==> config.mk <==
export PLATFORM = sky130hd
export DESIGN_NAME = prog_counter_seq_ctrl
export DESIGN_NICKNAME = d
export VERILOG_FILES = /design/src/rtl/prog_counter_seq_ctrl.sv
export SDC_FILE = /design/constraint.sdc
export NUM_CORES = 1
export LEC_CHECK = 0
export CAP_MARGIN = 20
export CORE_MARGIN = 1.5
export CORE_UTILIZATION = 44
export CTS_BUF_LIST = sky130_fd_sc_hd__clkbuf_4
export DETAILED_ROUTE_END_ITERATION = 16
export PLACE_DENSITY_LB_ADDON = 0.08
export RECOVER_POWER = 25
export REMOVE_ABC_BUFFERS = 1
export SLEW_MARGIN = 20
export SYNTH_ARGS = -nofsm -noshare
export SYNTH_HDL_FRONTEND = slang
export SYNTH_SLANG_ARGS = --single-unit
==> constraint.sdc <==
create_clock -name clk -period 2.2 [get_ports clk]
set_input_delay 0.22 -clock clk [delete_from_list [all_inputs] [get_ports clk]]
set_output_delay 0.22 -clock clk [all_outputs]
set_load 0.02 [all_outputs]
==> src/rtl/prog_counter_seq_ctrl.sv <==
`default_nettype none
// ============================================================================
// Module      : prog_counter_seq_ctrl
// Description : Interval sequencer driving an external prog_counter. It loads,
//               runs and re-arms the counter, and pulses tick/done/err.
//               Optional pause support is enabled with macro CNT_PAUSE_EN.
// Revision    : 1.0 - initial release
// ============================================================================
module prog_counter_seq_ctrl #(
    parameter int WIDTH = 8,
    parameter int REP_W = 8
) (
    input  logic             clk,
    input  logic             rst_n,
`ifdef CNT_PAUSE_EN
    input  logic             pause,
`endif
    input  logic             start,
    input  logic             stop,
    input  logic [WIDTH-1:0] cfg_period,
    input  logic             cfg_up,
    input  logic [REP_W-1:0] cfg_repeat,
    output logic             busy,
    output logic             tick,
    output logic             done,
    output logic             err,
    output logic             cnt_load,
    output logic             cnt_enable,
    output logic             cnt_up_down,
    output logic [WIDTH-1:0] cnt_load_value,
    output logic [WIDTH-1:0] cnt_max_count,
    input  logic [WIDTH-1:0] cnt_count,
    input  logic             cnt_tc,
    input  logic             cnt_zero
);

    typedef enum logic [1:0] {
        ST_IDLE  = 2'd0,
        ST_LOAD  = 2'd1,
        ST_RUN   = 2'd2
`ifdef CNT_PAUSE_EN
        ,ST_PAUSE = 2'd3
`endif
    } state_t;

    localparam logic [REP_W-1:0] c_rep_one = REP_W'(1);

    state_t             r_state;
    state_t             w_state_nxt;
    logic [WIDTH-1:0]   r_period;
    logic               r_up;
    logic [REP_W-1:0]   r_rem;
    logic [REP_W-1:0]   w_rem_nxt;
    logic               r_tick;
    logic               r_done;
    logic               r_err;
    logic               w_tick_nxt;
    logic               w_done_nxt;
    logic               w_err_nxt;
    logic               w_latch;
    logic               w_end;

    // The live count is status-only for this sequencer.
    logic               w_unused_count;
    assign w_unused_count = ^cnt_count;

    assign w_end = (r_up & cnt_tc) | (~r_up & cnt_zero);

    always_comb begin
        w_state_nxt = r_state;
        w_rem_nxt   = r_rem;
        w_tick_nxt  = 1'b0;
        w_done_nxt  = 1'b0;
        w_err_nxt   = 1'b0;
        w_latch     = 1'b0;
        if (stop) begin
            w_state_nxt = ST_IDLE;
        end else begin
            case (r_state)
                ST_IDLE: begin
                    if (start) begin
                        if (cfg_period == '0) begin
                            w_err_nxt = 1'b1;
                        end else begin
                            w_latch     = 1'b1;
                            w_rem_nxt   = cfg_repeat;
                            w_state_nxt = ST_LOAD;
                        end
                    end
                end
                ST_LOAD: begin
                    w_state_nxt = ST_RUN;
                end
                ST_RUN: begin
                    if (w_end) begin
                        w_tick_nxt = 1'b1;
                        if (r_rem == c_rep_one) begin
                            w_done_nxt  = 1'b1;
                            w_rem_nxt   = '0;
                            w_state_nxt = ST_IDLE;
                        end else begin
                            // A remaining count of zero means run until stopped.
                            if (r_rem != '0) begin
                                w_rem_nxt = r_rem - c_rep_one;
                            end
                            w_state_nxt = ST_LOAD;
                        end
                    end
`ifdef CNT_PAUSE_EN
                    else if (pause) begin
                        w_state_nxt = ST_PAUSE;
                    end
`endif
                end
`ifdef CNT_PAUSE_EN
                ST_PAUSE: begin
                    if (!pause) begin
                        w_state_nxt = ST_RUN;
                    end
                end
`endif
                default: begin
                    w_state_nxt = ST_IDLE;
                end
            endcase
        end
    end

    always_ff @(posedge clk or negedge rst_n) begin
        if (!rst_n) begin
            r_state  <= ST_IDLE;
            r_period <= '0;
            r_up     <= 1'b0;
            r_rem    <= '0;
            r_tick   <= 1'b0;
            r_done   <= 1'b0;
            r_err    <= 1'b0;
        end else begin
            r_state <= w_state_nxt;
            r_rem   <= w_rem_nxt;
            r_tick  <= w_tick_nxt;
            r_done  <= w_done_nxt;
            r_err   <= w_err_nxt;
            if (w_latch) begin
                r_period <= cfg_period;
                r_up     <= cfg_up;
            end
        end
    end

    assign busy           = (r_state != ST_IDLE);
    assign tick           = r_tick;
    assign done           = r_done;
    assign err            = r_err;
    assign cnt_load       = (r_state == ST_LOAD);
    assign cnt_enable     = (r_state == ST_RUN);
    assign cnt_up_down    = r_up;
    assign cnt_max_count  = r_period;
    assign cnt_load_value = r_up ? '0 : r_period;

endmodule
`default_nettype wire

======== Word level (Yosys, flattened, before mapping) ========
Cells that the tools add are included.
storage, ports and cells
  flip-flop bits (word level) ............. 22
  bits of input ports ..................... 31
  output and inout bits ................... 23
  logic and storage cells ................. 58
operators by class
  add/subtract/negate cells ............... 1
  equal/unequal tests ..................... 10
  mux-type cells .......................... 28
  bitwise operators ....................... 5
  reductions and logical operators ........ 7
operators with widths
  cell                                                                      count
  8-bit 2-to-1 mux                                                          6
  1-bit 2-to-1 mux                                                          16
  8-bit one-hot mux with 2 select lines                                     1
  8-bit by 1-bit equality test with 1-bit output (second input constant)    1
  8-bit logical NOT                                                         1
  2-bit 2-to-1 mux                                                          4
  8-bit nonzero test                                                        1
  8-bit by 1-bit subtractor with 8-bit output (second input constant)       1
  3-bit inequality test (second input constant)                             2
  2-bit one-hot mux with 3 select lines                                     1
  6-bit AND reduction                                                       1
  2-bit inequality test (second input constant)                             2
  2-bit nonzero test                                                        2
  3-bit by 1-bit inequality test with 1-bit output (second input constant)  1
  3-bit by 2-bit inequality test with 1-bit output (second input constant)  1
  3-bit AND reduction                                                       1
  1-bit bitwise AND                                                         2
  2-bit by 1-bit equality test with 1-bit output (second input constant)    1
  2-bit equality test (second input constant)                               1
  2-bit logical NOT                                                         1
  2-bit by 1-bit inequality test with 1-bit output (second input constant)  1
  1-bit NOT                                                                 2
  1-bit OR                                                                  1

======== Logic depth before layout (Yosys ltp) ========
Gate-level depths: netlist of run 1.
  depth after elaboration ................. 6
  depth in mapped cells ................... 7

======== Worst setup path before layout of run 1 ========
No wires, ideal clock.
  path type ............................... register -> register
  start ................................... register r_up (netlist: cnt_up_down)
  end ..................................... register r_rem[5]
  setup time .............................. 0.126 ns
  data arrival time ....................... 1.571 ns
  slack ................................... 0.503 ns
  cell stages (with the launch flop) ...... 7
  period minus slack after synthesis ...... 1.697 ns
  cells stage by stage .................... dfrtp_1 -> buf_4 -> mux2i_4 -> nor3_4 -> o21a_1 -> buf_4 -> a221o_1
on the way
  word-level cells in the longest chain between the ends .. 5
  elaborated cells on any way between the ends .. 6
  classes of those cells .................. eq/ne (1); bitwise (4); reduce/logical (1)
RTL lines
  what                                                                 RTL line  text
  from (decl)                                                          51        logic r_up;
  from (signal assigned)                                               146       r_up <= cfg_up;
  1-bit NOT                                                            67        assign w_end = (r_up & cnt_tc) | (~r_up & cnt_zero);
  1-bit bitwise AND                                                    67
  1-bit OR *                                                           67
  2-bit by 1-bit inequality test with 1-bit output (no source line) *  n/a
  6-bit AND reduction (no source line) *                               n/a
  to (signal assigned)                                                 140       r_rem <= w_rem_nxt;
  to (decl)                                                            52        logic [REP_W-1:0] r_rem;
Every way passes the cells marked *; elsewhere a longest branch is shown, timed or not.
A chain may end at the register's enable or synchronous reset.

======== Final worst setup path of run 1 ========
  start ................................... register r_state[0]
  end ..................................... output port cnt_enable
on the way
  word-level cells in the longest chain between the ends .. 1
RTL lines
  what                    RTL line  text
  from (decl)             48        state_t r_state;
  from (signal assigned)  139       r_state <= w_state_nxt;
  2-bit equality test     156       assign cnt_enable = (r_state == ST_RUN);
  to (decl)               28        output logic cnt_enable,
Every way passes these cells.

==> results.ini, run 1 <==
[sta]
fin_crit_sh=0.889
rsz0062_at_grt=false
max_slew_margin=0.204
min_period_ps=1960
fmax_mhz=511
hold_viol_final=0
finalClockSkew_ps=8.20
timing.final.ws_setup_ps=243
tns_ps=0
final-setup-viol-count=0
final_max_slew_viol_count=0
worst_slew_pin_slew_ps=1190

[routing]
firstDrtPassIters=4
final_antenna_net_count=0
num_vias=1106
wl_per_cell_um=14.1
drtIter0Drc=63
vias_per_cell=5.50
remaining_drc_errors=0
postRouteWirelength_um=2830

[finish]
fillerInstances=257
final_nets=206
syn_to_final_growth_pct=40.2
n_antenna_cell=0
multi_input_area_sq_um=691
drive_gt1_frac=0.124
fin_util=0.656
register_area_sq_um=551

[yosys]
synthTopCellsByCount=22 x dfrtp_1, 11 x nand2_1, 8 x nor2_1, 8 x nor2b_1, 6 x mux2_1
yosysWarnings=0
synth_edf_count=0
avgSynthCellArea_sq_um=10.9
synth-seq-area-share=0.423
synthArstFlopShare=1.00
netlist.area_leader.share=0.423
synth_top_cell_by_area=dfrtp_1
ys_ff_latch=22
yosys_most_used_dff=dfrtp_1
syn_inst=120
synthTopCellsByArea=dfrtp_1 42%, mux2_1 5.2%, nor4_4 4.9%
synth_most_common_cell=dfrtp_1
syn_area_sq_mm=0.00130
synth.distinct_cells=42

[floorplanning]
rows=19
start_util=0.468
die_x_um=57.4
dieArea_sq_mm=0.00330
ios=54
core_sq_mm=0.00278
die_h_um=57.4

[global_routing]
grt_use_total=0.191
grt_max_degree=23
grt_pass1_wl_um=4950
antenna_found_initial=0
overflow=0
grt_pass1_vias=1124

[critical_path]
path_delay_family=buffers and inverters
arrival_ps=1740
criticalPathCategory=reg2out
crit_chain=nand2b_1 > clkinv_2 > clkdlybuf4s50_1
slowest_stage=clkdlybuf4s50_1
crit_fanout=5
crit_path_start_kind=register
critical-path-max-stage-delay_ps=610
critPathRequiredTime_ps=1980
worst-path-buf-inv=2
critPathCaptureType=output pin

[clock_network]
clk_latency_ps=300
ctsResizeCount=0
numCtsBuffers=3
clk_pin_slew_ps=120
ctsHoldBuffers=0
cts_buffer_depth=2
cts_setup_buffers=0
cts_sinks=22
tritoncts=built
cts-root-buf=clkbuf_4
h-tree-depth=1

[placed_design]
gp_congestion=0.826
dp.final_hpwl_um=2180
io_buffer_count=45
dp_slack_ps=212

[job]
drv_cap=0

[outcome]
status=finished, final reports clean

[power]
cellPowerDensity_mw_per_mm2=777
leakage_nw=0.767
total_power_mw=1.42
vdd.ir_drop.worst_v=0.000542

[hold_path]
hp-class=reg2reg

## power breakdown
group          leakage [nW]  switching [mW]  total [mW]  internal [mW]
registers             0.273           0.108       0.601          0.493
clock network        0.0138           0.116       0.180         0.0638
logic                 0.480           0.309       0.637          0.328
## flip-flops by register name, indices dropped and copies added, names as in the netlist
register / flops
cnt_max_count: 8
cnt_up_down: 1
done: 1
err: 1
r_rem: 8
r_state: 2
tick: 1
## routing by layer
layer | part of all wire | track usage | up-vias
met3 | 0.063 | 0.0317 | 4
met2 | 0.49 | 0.313 | 39
met5 | 0 | 0 | -
met1 | 0.44 | 0.247 | 531
met4 | 0.0071 | 0.0831 | 0
li1 | - | - | 532
## stage by stage
step                instances  hold WS, ps  area (sq um)
finish                    201          521          1830
global route              201          557          1830
CTS                       201          263          1830
detailed placement        198          493          1810
global placement          198          484          1810
floorplan                 115        -75.6          1260
## kinds of logic after synthesis
logic type | count (synthesis) | share of synthesized area
flip-flops | 22 | 0.423
buffers and inverters | 11 | 0.0471
multiplexers | 10 | 0.0932
AO/OA/AOI/OAI | 28 | 0.164
AND/OR/NAND/NOR | 46 | 0.244
adder cells (fa/ha/maj) | 3 | 0.0288
## cells in the final DEF (no fill, tap or decap), types with 4 or more instances in the layout
master            n
nor2_1            8
inv_1             5
dfrtp_1          22
mux2_1            6
nor2b_1           8
a22o_1            4
buf_4             6
clkdlybuf4s50_1  44
o21ai_0           5
nand2_1          11
## cell type report
| type | count | area share |
|---|---|---|
| well taps | 31 | 0.0212 |
| inverters | 6 | 0.0130 |
| multi-input cells | 87 | 0.378 |
| clock buffers | 3 | 0.0123 |
| flip-flops and latches | 22 | 0.302 |
| repair buffers | 52 | 0.273 |
## path summary, 6_finish.rpt
path | startpoint | to | slack (ps) | depth (start not counted)
min reg2reg | cnt_max_count[2]$_DFFE_PN0P_ | cnt_max_count[2]$_DFFE_PN0P_ | 520 | 1
max in group asynchronous | rst_n | cnt_max_count[5]$_DFFE_PN0P_ | 820 | 2
min | cnt_max_count[2]$_DFFE_PN0P_ | cnt_max_count[2]$_DFFE_PN0P_ | 520 | 1
min in group asynchronous | rst_n | done$_DFF_PN0_ | 670 | 2
max reg2reg | r_state[1]$_DFFE_PN0P_ | cnt_max_count[5]$_DFFE_PN0P_ | 390 | 4
max | r_state[0]$_DFFE_PN0P_ | cnt_enable | 240 | 3
Power figures use the tool's default switching activity.
==> inputs of run 2 (changes only) <==
--- a/config.mk
+++ b/config.mk
@@ -7,7 +7,7 @@
 export LEC_CHECK = 0
 export CAP_MARGIN = 20
 export CORE_MARGIN = 1.5
-export CORE_UTILIZATION = 44
+export CORE_UTILIZATION = 47
 export CTS_BUF_LIST = sky130_fd_sc_hd__clkbuf_4
 export DETAILED_ROUTE_END_ITERATION = 16
 export PLACE_DENSITY_LB_ADDON = 0.08
==> constraint.sdc (replaced) <==
create_clock -name clk -period 2.3 [get_ports clk]
set_input_delay 0.23 -clock clk [delete_from_list [all_inputs] [get_ports clk]]
set_output_delay 0.23 -clock clk [all_outputs]
set_load 0.02 [all_outputs]
==> run 2 against run 1 <==
  * Utilization increased by 6.3 points
  * First-iteration DRC count shrank 57%
  * Power is 5.7% higher
  * Register-to-register slack better by 20 ps
  * Design area rose by 0.34%
  * Global-route usage is 3.1 points higher
  * Via count down 0.27%
  * Combinational power shrank 1%
  * Count of clock-buffer cells in the layout did not move
  * Critical path type unchanged
  * Largest cell class unchanged
  * Highest routed layer unchanged
==> results.ini, run 2 (same netlist as run 1, synthesis figures left out) <==
[outcome]
status=finished, final reports clean

[sta]
fmax_mhz=473
min_period_ps=2120
final_max_slew_viol_count=0  ; unchanged
worst_slew_pin_slew_ps=1160  ; -30.3 ps
rsz0062_at_grt=false
fin_crit_sh=0.920
hold_viol_final=0  ; unchanged
tns_ps=0  ; unchanged
max_slew_margin=0.224  ; +0.0202
final-setup-viol-count=0  ; unchanged
finalClockSkew_ps=4.25  ; -3.95 ps
timing.final.ws_setup_ps=185  ; -58.8 ps

[critical_path]
reg2reg_from=r_state[1]$_DFFE_PN0P_
critPathRequiredTime_ps=2070  ; +90 ps
critPathCaptureType=output pin
crit_path_start_kind=register
arrival_ps=1890  ; +150 ps
r2r_end=cnt_max_count[7]$_DFFE_PN0P_
crit_fanout=14  ; +9
criticalPathCategory=reg2out
r2r_cells=4  ; unchanged
r2r_slack_ps=410  ; +20 ps

[power]
p_int_uw=964  ; +9.0%
vdd.ir_drop.worst_v=0.000560  ; +3.3%
p_sw_uw=535  ; +0.36%
leakage_nw=0.765  ; -0.22%
pwr-share-clk=0.204  ; +0.077
seqPwrFrac=0.377  ; -0.047
cellPowerDensity_mw_per_mm2=819  ; +5.4%
sw_frac_of_total=0.357  ; -0.0191
p_comb_frac=0.419  ; -0.030

[global_routing]
antenna_found_initial=0  ; unchanged
grt_use_total=0.222  ; +0.0307
grt_max_degree=23  ; unchanged
grt_pass1_vias=1153  ; +2.6%
overflow=0  ; unchanged
grt_pass1_wl_um=5360  ; +8.2%

[clock_network]
clk_latency_ps=320  ; +20 ps
cts-root-buf=clkbuf_4
ctsResizeCount=0  ; unchanged
cts_sinks=22  ; unchanged
clk_pin_slew_ps=130  ; about the same
numCtsBuffers=3  ; unchanged
ctsHoldBuffers=0  ; unchanged
h-tree-depth=1  ; unchanged
cts_setup_buffers=0  ; unchanged
tritoncts=built
cts_buffer_depth=2  ; unchanged

[floorplanning]
rows=18  ; -1
die_h_um=55.6  ; -3.1%
core_sq_mm=0.00254  ; -8.5%
dieArea_sq_mm=0.00310  ; -6.1%
die_x_um=55.6  ; -3.1%
start_util=0.512  ; +0.0435
ios=54  ; unchanged

[routing]
drtIter0Drc=27  ; -57%
postRouteWirelength_um=3070  ; +8.7%
num_vias=1103  ; -0.27%
remaining_drc_errors=0  ; unchanged
firstDrtPassIters=4  ; unchanged
final_antenna_net_count=0  ; unchanged
vias_per_cell=5.57  ; +1.2%
wl_per_cell_um=15.5  ; +10%

[job]
drv_cap=0  ; unchanged

[placed_design]
dp_slack_ps=105  ; -107 ps
dp_cells=194  ; -2.0%
gp_congestion=0.836  ; +1.2%
post_dp_cell_area_sq_mm=0.00178  ; -1.3%
io_buffer_count=45  ; unchanged
dp.final_hpwl_um=2300  ; +5.3%

[finish]
fillerInstances=198  ; -23%
n_antenna_cell=0  ; unchanged
final_nets=203  ; -1.5%
drive_gt1_frac=0.113  ; -0.0104
syn_to_final_growth_pct=40.6
fin_cells=198  ; -1.5%
final_common_cell=clkdlybuf4s50_1
layout_common_cells=44 x clkdlybuf4s50_1, 22 x dfrtp_1, 11 x nand2_1
stdcell_area_sq_mm=0.00183  ; +0.34%

[hold_path]
hp-class=reg2reg
min_to=cnt_max_count[5]$_DFFE_PN0P_
hold_depth=1  ; unchanged
min_from=cnt_max_count[5]$_DFFE_PN0P_

## run 2: changes by cell type in the layout (fill, tap and decap cells not counted), sizes merged
cell	previous run	this run
buf	6	3
bufinv	0	1
## run 2: metrics by stage
stage / utilization / power (mW) / hold slack, ps
floorplan: - / 0.914 / -65.6
global placement: 0.701 / 1.18 / 483
detailed placement: 0.701 / 1.21 / 496
CTS: 0.721 / 1.51 / 242
global route: 0.720 / 1.59 / 508
finish: 0.720 / 1.50 / 521
## run 2: worst max-delay path, stage by stage, from the launching register on
cell and delay (ps):
dfrtp_1 440, nand2b_1 210, buf_4 210, clkinv_2 100, clkdlybuf4s50_1 600
## run 2: worst max path at each step
stage,start,to
final,r_state[0]$_DFFE_PN0P_,cnt_enable
after floorplan,r_state[0]$_DFFE_PN0P_,r_rem[0]$_DFFE_PN0P_
after global routing,r_state[0]$_DFFE_PN0P_,cnt_enable
after global placement,stop,cnt_up_down$_DFFE_PN0P_
after detailed placement,stop,cnt_max_count[7]$_DFFE_PN0P_
after CTS,r_state[0]$_DFFE_PN0P_,cnt_enable
## run 2: routing by layer
layer  GRT usage  wire length, um
met3      0.0419              156
met2       0.398             1610
met4      0.0801               46
met1       0.262             1260
met5           0                0
## run 2: cell type report
| cell class | count | area, sq um | share of cell area |
|---|---|---|---|
| multi-input cells | 87 | 691 | 0.377 |
| flip-flops and latches | 22 | 551 | 0.301 |
| repair buffers | 49 | 477 | 0.260 |
| well taps | 30 | 37.5 | 0.0205 |
| clock inverters | 1 | 30.0 | 0.0164 |
| inverters | 6 | 23.8 | 0.0130 |
| clock buffers | 3 | 22.5 | 0.0123 |
## run 2: power groups by stage
stage                     combinational, mW  clock, mW  sequential (mW)
after floorplan                       0.306          0            0.608
final                                 0.629      0.306            0.565
after detailed placement              0.637          0            0.569
after CTS                             0.637      0.314            0.563
after global routing                  0.684      0.328            0.576
after global placement                0.620          0            0.563
